<file path="config.mk">
export PLATFORM = sky130hd
export DESIGN_NAME = ahb_lite_cmd_master
export DESIGN_NICKNAME = d
export VERILOG_FILES = /design/src/rtl/ahb_lite_cmd_master.sv
export SDC_FILE = /design/constraint.sdc
export NUM_CORES = 1
export LEC_CHECK = 0
export ABC_AREA = 0
export BUFFER_PORTS_ARGS = -buffer_cell sky130_fd_sc_hd__buf_2
export CAP_MARGIN = 20
export CELL_PAD_IN_SITES_DETAIL_PLACEMENT = 1
export CELL_PAD_IN_SITES_GLOBAL_PLACEMENT = 2
export CORE_UTILIZATION = 28
export DETAILED_ROUTE_END_ITERATION = 8
export PLACE_DENSITY_LB_ADDON = 0.1
export SYNTH_ARGS = -nofsm -noshare
export SYNTH_HDL_FRONTEND = slang
export SYNTH_SLANG_ARGS = --single-unit
</file>
<file path="constraint.sdc">
create_clock -name HCLK -period 1.4 [get_ports HCLK]
set_clock_uncertainty 0.15 [all_clocks]
set_input_delay 0.07 -clock HCLK [delete_from_list [all_inputs] [get_ports HCLK]]
set_output_delay 0.07 -clock HCLK [all_outputs]
set_load 0.01 [all_outputs]
</file>
<file path="src/rtl/ahb_lite_cmd_master.sv">
// AHB-Lite single-transfer master with a two-stage pipeline: the address stage
// (A) presents NONSEQ transfers and the data stage (D) completes them.
module ahb_lite_cmd_master (
  input  logic        HCLK,
  input  logic        HRESETn,
  input  logic        cmd_valid,
  output logic        cmd_ready,
  input  logic        cmd_write,
  input  logic [31:0] cmd_addr,
  input  logic [31:0] cmd_wdata,
  input  logic [1:0]  cmd_size,
  output logic        rsp_valid,
  output logic [31:0] rsp_rdata,
  output logic        rsp_err,
  output logic [31:0] HADDR,
  output logic [1:0]  HTRANS,
  output logic        HWRITE,
  output logic [2:0]  HSIZE,
  output logic [2:0]  HBURST,
  output logic [3:0]  HPROT,
  output logic        HMASTLOCK,
  output logic [31:0] HWDATA,
  input  logic [31:0] HRDATA,
  input  logic        HREADY,
  input  logic        HRESP,
  output logic        busy,
  output logic [7:0]  err_count
);

  logic        a_valid_q, a_valid_d;
  logic [31:0] a_addr_q,  a_addr_d;
  logic        a_write_q, a_write_d;
  logic [2:0]  a_size_q,  a_size_d;
  logic [31:0] a_wdata_q, a_wdata_d;

  logic        d_valid_q, d_valid_d;
  logic        d_write_q, d_write_d;
  logic [31:0] d_wdata_q, d_wdata_d;

  logic        rsp_valid_q, rsp_valid_d;
  logic [31:0] rsp_rdata_q, rsp_rdata_d;
  logic        rsp_err_q,   rsp_err_d;
  logic [7:0]  err_count_q, err_count_d;

  logic        cmd_accept;
  logic        d_done;

  always_comb begin
    cmd_ready  = ~a_valid_q | HREADY;
    cmd_accept = cmd_valid & cmd_ready;
    d_done     = d_valid_q & HREADY;

    a_valid_d   = a_valid_q;
    a_addr_d    = a_addr_q;
    a_write_d   = a_write_q;
    a_size_d    = a_size_q;
    a_wdata_d   = a_wdata_q;
    d_valid_d   = d_valid_q;
    d_write_d   = d_write_q;
    d_wdata_d   = d_wdata_q;
    rsp_valid_d = d_done;
    rsp_rdata_d = rsp_rdata_q;
    rsp_err_d   = rsp_err_q;
    err_count_d = err_count_q;

    // A keeps its address fields after it empties so HADDR/HWRITE/HSIZE hold during IDLE.
    if (cmd_accept) begin
      a_valid_d = 1'b1;
      a_addr_d  = cmd_addr;
      a_write_d = cmd_write;
      a_size_d  = (cmd_size == 2'd3) ? 3'b010 : {1'b0, cmd_size};
      a_wdata_d = cmd_wdata;
    end else if (HREADY) begin
      a_valid_d = 1'b0;
    end

    if (HREADY) begin
      d_valid_d = a_valid_q;
      d_write_d = a_write_q;
      d_wdata_d = a_wdata_q;
    end

    if (d_done) begin
      rsp_rdata_d = d_write_q ? 32'h0 : HRDATA;
      rsp_err_d   = HRESP;
      if (HRESP && (err_count_q != 8'hFF)) begin
        err_count_d = err_count_q + 8'd1;
      end
    end
  end

  always_ff @(posedge HCLK or negedge HRESETn) begin
    if (!HRESETn) begin
      a_valid_q   <= 1'b0;
      a_addr_q    <= 32'h0;
      a_write_q   <= 1'b0;
      a_size_q    <= 3'b000;
      a_wdata_q   <= 32'h0;
      d_valid_q   <= 1'b0;
      d_write_q   <= 1'b0;
      d_wdata_q   <= 32'h0;
      rsp_valid_q <= 1'b0;
      rsp_rdata_q <= 32'h0;
      rsp_err_q   <= 1'b0;
      err_count_q <= 8'h0;
    end else begin
      a_valid_q   <= a_valid_d;
      a_addr_q    <= a_addr_d;
      a_write_q   <= a_write_d;
      a_size_q    <= a_size_d;
      a_wdata_q   <= a_wdata_d;
      d_valid_q   <= d_valid_d;
      d_write_q   <= d_write_d;
      d_wdata_q   <= d_wdata_d;
      rsp_valid_q <= rsp_valid_d;
      rsp_rdata_q <= rsp_rdata_d;
      rsp_err_q   <= rsp_err_d;
      err_count_q <= err_count_d;
    end
  end

  assign HTRANS    = a_valid_q ? 2'b10 : 2'b00;
  assign HADDR     = a_addr_q;
  assign HWRITE    = a_write_q;
  assign HSIZE     = a_size_q;
  assign HBURST    = 3'b000;
  assign HPROT     = 4'b0011;
  assign HMASTLOCK = 1'b0;
  assign HWDATA    = (d_valid_q && d_write_q) ? d_wdata_q : 32'h0;

  assign rsp_valid = rsp_valid_q;
  assign rsp_rdata = rsp_rdata_q;
  assign rsp_err   = rsp_err_q;
  assign err_count = err_count_q;
  assign busy      = a_valid_q | d_valid_q;

endmodule

</file>
==> results of run 1 <==
==> report_power, final <==
group / switching (uW) / internal (uW) / total [uW]
combinational: 1650 / 2200 / 3850
sequential: 433 / 4900 / 5330
clock: 1840 / 2920 / 4760
==> placed cells by master (no fill, tap or decap), drive strengths merged, types with 3 or more instances in the layout <==
cell	count
and3	34
mux2	102
dlygate4sd3	103
o21ai	32
bufinv	3
conb	10
clkbuf	26
clkinv	3
nand3	3
dfrtp	144
nand2	38
buf	268
xnor2	3
nand2b	34
inv	7
==> layer usage <==
layer,share of wire [%],wire length [microns]
met4,1.0,191
met1,44,8326
met3,6.6,1246
met2,48,9053
met5,0,0
==> how the worst max path moves through the flow <==
| stage | start | end |
|---|---|---|
| final | d_valid_q$_DFFE_PN0P_ | HWDATA[9] |
| after global routing | d_valid_q$_DFFE_PN0P_ | HWDATA[9] |
| after CTS | d_valid_q$_DFFE_PN0P_ | HWDATA[1] |
| after detailed placement | err_count[0]$_DFFE_PN0P_ | err_count[1]$_DFFE_PN0P_ |
| after global placement | err_count[0]$_DFFE_PN0P_ | err_count[1]$_DFFE_PN0P_ |
| after floorplan | err_count[0]$_DFFE_PN0P_ | err_count[1]$_DFFE_PN0P_ |
==> cell families after synthesis <==
kind of cell	count (synthesis)
muxes	103
and+or+nand+nor	115
adders and majority gates	1
DFF	144
buffers and inverters	43
AOI/OAI and AO/OA	38
xor gates and xnor gates	5
other	2
==> critical path: cells and delay by family (launching register included) <==
kind,cells,cell delay [ns]
DFF,1,0.43
buffers and inverters,3,0.40
and+or+nand+nor,1,0.14
==> what timing repair did <==
item / in CTS / in global routing
cloned: 7 / 7
gates resized for setup: 64 / 71
pin swaps: 5 / 11
endpoints found under the hold margin: 246 / 1
buffers inserted: 17 / 3
setup endpoints to repair: 111 / 219
==> flip-flops by register name, indices dropped and copies added (netlist names) <==
signal,count
d_wdata_q,32
err_count,8
rsp_err,1
a_wdata_q,32
HSIZE,2
rsp_valid,1
d_write_q,1
rsp_rdata,32
a_valid_q,1
d_valid_q,1
HADDR,32
HWRITE,1
==> per-stage QoR <==
stage	setup TNS, ns	total power [uW]	setup slack [ns]	hold slack [ns]
after floorplan	-0.5697	6858	-0.1666	-0.3756
after global placement	-0.4032	8160	-0.1308	-0.1896
after detailed placement	-2.023	8246	-0.1572	-0.1791
after CTS	-11.14	13850	-0.2259	-0.04024
after global routing	-12.88	14680	-0.2604	-0.03761
final	-8.548	13940	-0.1948	-0.03548
==> final cells by class <==
class | count | area [sq um] | area share, %
Timing Repair Buffer | 376 | 3100 | 30.31
Multi-Input combinational cell | 273 | 2554 | 24.96
Tap cell | 275 | 344.1 | 3.364
Clock buffer | 21 | 460.4 | 4.501
Clock inverter | 11 | 151.4 | 1.480
Sequential cell | 144 | 3608 | 35.27
Inverter | 3 | 11.26 | 0.1101
==> flow_summary_export.csv, run 1 <==
group,metric,value,unit
setup_path,cp_data_required_time,1.18,ns
clock_network,clkSinkCount,144,
global_routing,use_met2,28.24,%
setup_path,crit_path_end_kind,"primary output",
layout,final_util,48.36,%
setup_path,rrSetupSlack,-0.15,ns
outcome,failed_checks,"negative hold slack, negative setup slack",
global_routing,grt_usage,16.99,%
floorplan,die_h,149.4,microns
setup_path,worstSetupPathType,"register to primary output",
outcome,status,"finished, violations left",
yosys,synth_most_common_cell,"dfrtp_1",
timing,hold_viol_final,1,
layout,drive_above_1_share,53.50,%
setup_path,critical-path-max-stage-delay,0.43,ns
routing,vias_per_cell,4.357,
yosys,synth_ff_type,"dfrtp_1",
worst_hold_path,hold_path.class,"primary input to register",
timing,timing.final.ws_setup,-0.1948,ns
floorplan,ioPinCount,226,
global_routing,antenna_found_initial,0,
timing,whs,-0.03548,ns
routing,first_iter_violations,110,
clock_network,clkLatencyLatePin,0.42,ns
floorplan,dieArea,0.02231,sq mm
clock_network,cts_htree_levels,4,
yosys,synth_xor_area_share,0.7203,%
setup_path,critPathLaunchType,"register",
place,place_area,0.007697,sq mm
global_routing,grtUsageMet1,21.07,%
yosys,synth_mux_area_share,20.91,%
yosys,synth_compound_gate_area_share,3.725,%
setup_path,r2r-end,"err_count[1]$_DFFE_PN0P_",
floorplan,start_util,28.74,%
clock_network,root_buffer,"clkbuf_16",
yosys,synth.area.top_cells,"dfrtp_1 (59%), mux2_2 (13%), mux2_4 (7.4%)",
pwr,peakVddDrop,0.0007655,V
layout,fill_cells,2195,
yosys,synth_edf_count,0,
floorplan,core,0.02115,sq mm
yosys,seq_area_frac_synth,59.27,%
setup_path,crit_chain,"buf_6, buf_12, and3_4, buf_2",
place,placed_cells,942,
setup_path,slowest_stage,"dfrtp_2",
yosys,yosys-top-cells-count,"dfrtp_1 (144), mux2_2 (71), nand2_1 (36)",
timing,finalMaxSlewViolations,0,
yosys,synth_cell_type_count,37,
routing,wl_per_cell,17.06,microns
routing,num_vias,4806,
global_routing,grt_pass1_vias,5381,
place,numPortBuffers,215,
yosys,avgSynthCellArea,13.48,sq um
setup_path,cp.arrival,1.37,ns
yosys,ys_ff_latch,144,
yosys,synth_adder_area_share,0.2058,%
yosys,yosys.area.top_type,"dfrtp_1",
global_routing,grt_pass1_wl,29.11,mm
place,dp_hpwl,11.40,mm
pwr,cellPowerDensity,1362,mW/mm^2
setup_path,r2r-start,"err_count[0]$_DFFE_PN0P_",
layout,nets,920,
clock_network,postCtsHoldBufs,103,
global_routing,grt_overflow,0,
yosys,async_flop_share,100.0,%
yosys,yosysTopAreaCellShare,59.27,%
routing,dr.pass1.iters,4,
timing,rsz0062_at_grt,"yes",
global_routing,grt_util_met3,5.535,%
routing,drcViolationCount,0,
layout,final_cells,1103,
timing,period_minus_slack,1.595,ns
clock_network,clkTransAtPathRegs,0.06,ns
layout,diodes,0,
flow_run,drv_cap,0,
global_routing,grt.busiest_layer,"met2",
clock_network,cts_max_path_buffers,2,
worst_hold_path,hold_depth,4,
routing,routed_wl,18.82,mm
clock_network,cts_tree,"yes",
timing,fmax,627.0,MHz
global_routing,grt_max_degree,43,
yosys,synth_simple_gate_area_share,10.91,%
layout,area_growth,68.26,%
worst_hold_path,holdPathEnd,"a_valid_q$_DFFE_PN0P_",
floorplan,num_rows,53,
routing,antenna_left,0,
setup_path,critPathMaxFanout,10,
timing,setup-violations-final,88,
clock_network,cts_buffers,17,
setup_path,reg2reg_depth,4,
place,routabilityCongestion,0.7232,
yosys,postSynthCellCount,451,
yosys,yosysWarnings,0,
yosys,syn-cell-area,0.006080,sq mm
yosys,synth_top_family_by_area,"multiplexers",
pwr,power.leakage,0.005045,uW
floorplan,die_w,149.4,microns
layout,stdcell_area,0.01023,sq mm
timing,fin_crit_sh,113.9,%
worst_hold_path,hp-start,"HREADY",
No activity file was read; power rests on OpenSTA's default activity.
==> run 2, diff against run 1 <==
--- a/config.mk
+++ b/config.mk
@@ -7,9 +7,9 @@
 export LEC_CHECK = 0
 export ABC_AREA = 0
 export BUFFER_PORTS_ARGS = -buffer_cell sky130_fd_sc_hd__buf_2
-export CAP_MARGIN = 20
 export CELL_PAD_IN_SITES_DETAIL_PLACEMENT = 1
 export CELL_PAD_IN_SITES_GLOBAL_PLACEMENT = 2
+export CORE_ASPECT_RATIO = 1.1
 export CORE_UTILIZATION = 28
 export DETAILED_ROUTE_END_ITERATION = 8
 export PLACE_DENSITY_LB_ADDON = 0.1
==> run 2 against run 1 <==
  * The run still ends with negative hold slack, negative setup slack left
  * Global-route usage shrank 0.10 points
  * Sequential power grew 1%
  * Wire length grew 4.2%
  * Register-to-register slack lost 0.02 ns
  * Worst setup slack lost 0.034 ns
  * Utilization grew 2.1 points
  * Sequential cell count is the same
  * Combinational power grew 10%
  * Critical path depth is the same
  * Non-clock buffer count shrank 2
  * Final cell count grew 1.2%
  * Largest cell class unchanged
  * Largest power group unchanged
  * Highest routed layer unchanged
==> flow_summary_export.csv, run 2 (synthesized netlist as in run 1, its figures left out) <==
group,metric,value,unit
outcome,status,"finished, violations left",
outcome,failed_checks,"negative hold slack, negative setup slack",
timing,period_minus_slack,1.629,ns
pwr,cellPowerDensity,1378,mW/mm^2
routing,wl_per_cell,17.56,microns
clock_network,clkTransAtPathRegs,0.06,ns
pwr,peakVddDrop,0.0007845,V
timing,whs,-0.05652,ns
global_routing,grt_usage,16.89,%
layout,nets,919,
routing,num_vias,4865,
layout,area_growth,76.74,%
clock_network,cts_buffers,17,
timing,timing.final.ws_setup,-0.2292,ns
worst_hold_path,hold_path.class,"primary input to asynchronous set/reset pin",
clock_network,postCtsHoldBufs,102,
timing,rsz0062_at_grt,"yes",
layout,drive_above_1_share,60.41,%
floorplan,die_w,142.5,microns
clock_network,cts_htree_levels,4,
place,routabilityCongestion,0.7432,
clock_network,clkSinkCount,144,
global_routing,grt_overflow,0,
flow_run,drv_cap,0,
clock_network,root_buffer,"clkbuf_16",
floorplan,num_rows,56,
floorplan,core,0.02130,sq mm
timing,fin_crit_sh,116.4,%
global_routing,grt_pass1_vias,5329,
place,dp_hpwl,11.46,mm
place,numPortBuffers,215,
clock_network,clkLatencyLatePin,0.41,ns
timing,fmax,613.8,MHz
routing,drcViolationCount,0,
layout,diodes,0,
setup_path,cp.arrival,1.41,ns
timing,finalMaxSlewViolations,0,
setup_path,cp_data_required_time,1.18,ns
routing,vias_per_cell,4.359,
clock_network,cts_max_path_buffers,2,
setup_path,crit_path_end_kind,"primary output",
setup_path,worstSetupPathType,"register to primary output",
pwr,power.leakage,0.005160,uW
floorplan,ioPinCount,226,
routing,first_iter_violations,131,
floorplan,dieArea,0.02231,sq mm
setup_path,critPathMaxFanout,7,
routing,dr.pass1.iters,4,
clock_network,cts_tree,"yes",
layout,final_common_cell,"buf_2",
routing,antenna_left,0,
layout,fill_cells,2187,
timing,setup-violations-final,110,
global_routing,grt_max_degree,42,
setup_path,critPathLaunchType,"register",
global_routing,grt_pass1_wl,28.57,mm
floorplan,start_util,28.54,%
routing,routed_wl,19.60,mm
place,dp_slack,-0.1652,ns
layout,most-common-layout-cells,"buf_2 (180), dfrtp_1 (141), dlygate4sd3_1 (102), mux2_4 (54)",
timing,hold_viol_final,20,
floorplan,die_h,156.5,microns
global_routing,antenna_found_initial,0,
## run 2: cell types whose count changed in the layout (fill, tap and decap cells not counted), moves of 4 or more
| cell | before | now |
|---|---|---|
| clkbuf_16 | 22 | 27 |
| and3_1 | 20 | 2 |
| nand2_1 | 34 | 10 |
| mux2_4 | 58 | 54 |
| buf_6 | 40 | 48 |
| nand2_2 | 1 | 11 |
| o21ai_2 | 2 | 17 |
| o21ai_1 | 10 | 14 |
| mux2_2 | 44 | 48 |
| o21ai_0 | 20 | 1 |
| buf_2 | 196 | 180 |
| and3_4 | 14 | 32 |
| nand2_4 | 1 | 14 |
## run 2: metal layers
layer  global-route usage [%]  wire length, microns
met1                    19.62                  8128
met4                    5.530                   219
met5                        0                     0
met2                    29.53                 10060
met3                    5.080                  1197
## run 2: path summary, 6_finish.rpt
path / from / end / slack [ns] / depth (start not counted)
max: d_valid_q$_DFFE_PN0P_ / HWDATA[27] / -0.23 / 4
min: HRESETn / rsp_rdata[5]$_DFFE_PN0P_ / -0.06 / 2
max reg2reg: err_count[0]$_DFFE_PN0P_ / err_count[1]$_DFFE_PN0P_ / -0.17 / 4
min reg2reg: rsp_rdata[0]$_DFFE_PN0P_ / rsp_rdata[0]$_DFFE_PN0P_ / 0.33 / 2
max in group asynchronous: HRESETn / err_count[0]$_DFFE_PN0P_ / 0.55 / 3
min in group HCLK: HREADY / d_valid_q$_DFFE_PN0P_ / 0.08 / 3
## run 2: repair_timing
action	4_1_cts	5_1_grt
endpoints found under the setup margin	65	128
gates resized for setup	94	140
pin swaps	7	41
gates cloned	4	15
hold endpoints to repair	248	20
buffers inserted	8	6
## run 2: report_power, final
group,switching (uW),leakage (uW),internal (uW)
registers,491,0.00172,4890
logic,1790,0.00312,2450
clock network,1830,0.000317,3350
## run 2: final cells by class
cell class / count / area [sq um] / share of cell area, %
well taps: 290 / 362.8 / 3.377
clock buffers: 18 / 429.2 / 3.994
multi-input cells: 274 / 2839 / 26.42
inverters: 3 / 11.26 / 0.1048
flip-flops and latches: 144 / 3607 / 33.57
repair buffers: 374 / 3261 / 30.34
clock inverters: 13 / 235.2 / 2.189
## run 2: per-stage QoR
| stage | area [sq um] | cells | TNS [ns] | total power (uW) | util, % |
|---|---|---|---|---|---|
| after floorplan | 6137 | 459 | -0.5697 | 6858 | - |
| after global placement | 7674 | 953 | -0.2241 | 8147 | 36.03 |
| after detailed placement | 7674 | 953 | -0.4633 | 8261 | 36.03 |
| after CTS | 9993 | 1098 | -8.547 | 14350 | 46.92 |
| after global routing | 10750 | 1116 | -16.14 | 15530 | 50.45 |
| final | 10750 | 1116 | -10.88 | 14800 | 50.45 |
## run 2: critical path: stages, from the launching register on
cell and delay, ns:
dfrtp_2 0.45, buf_12 0.15, buf_16 0.13, and3_4 0.14, buf_6 0.12
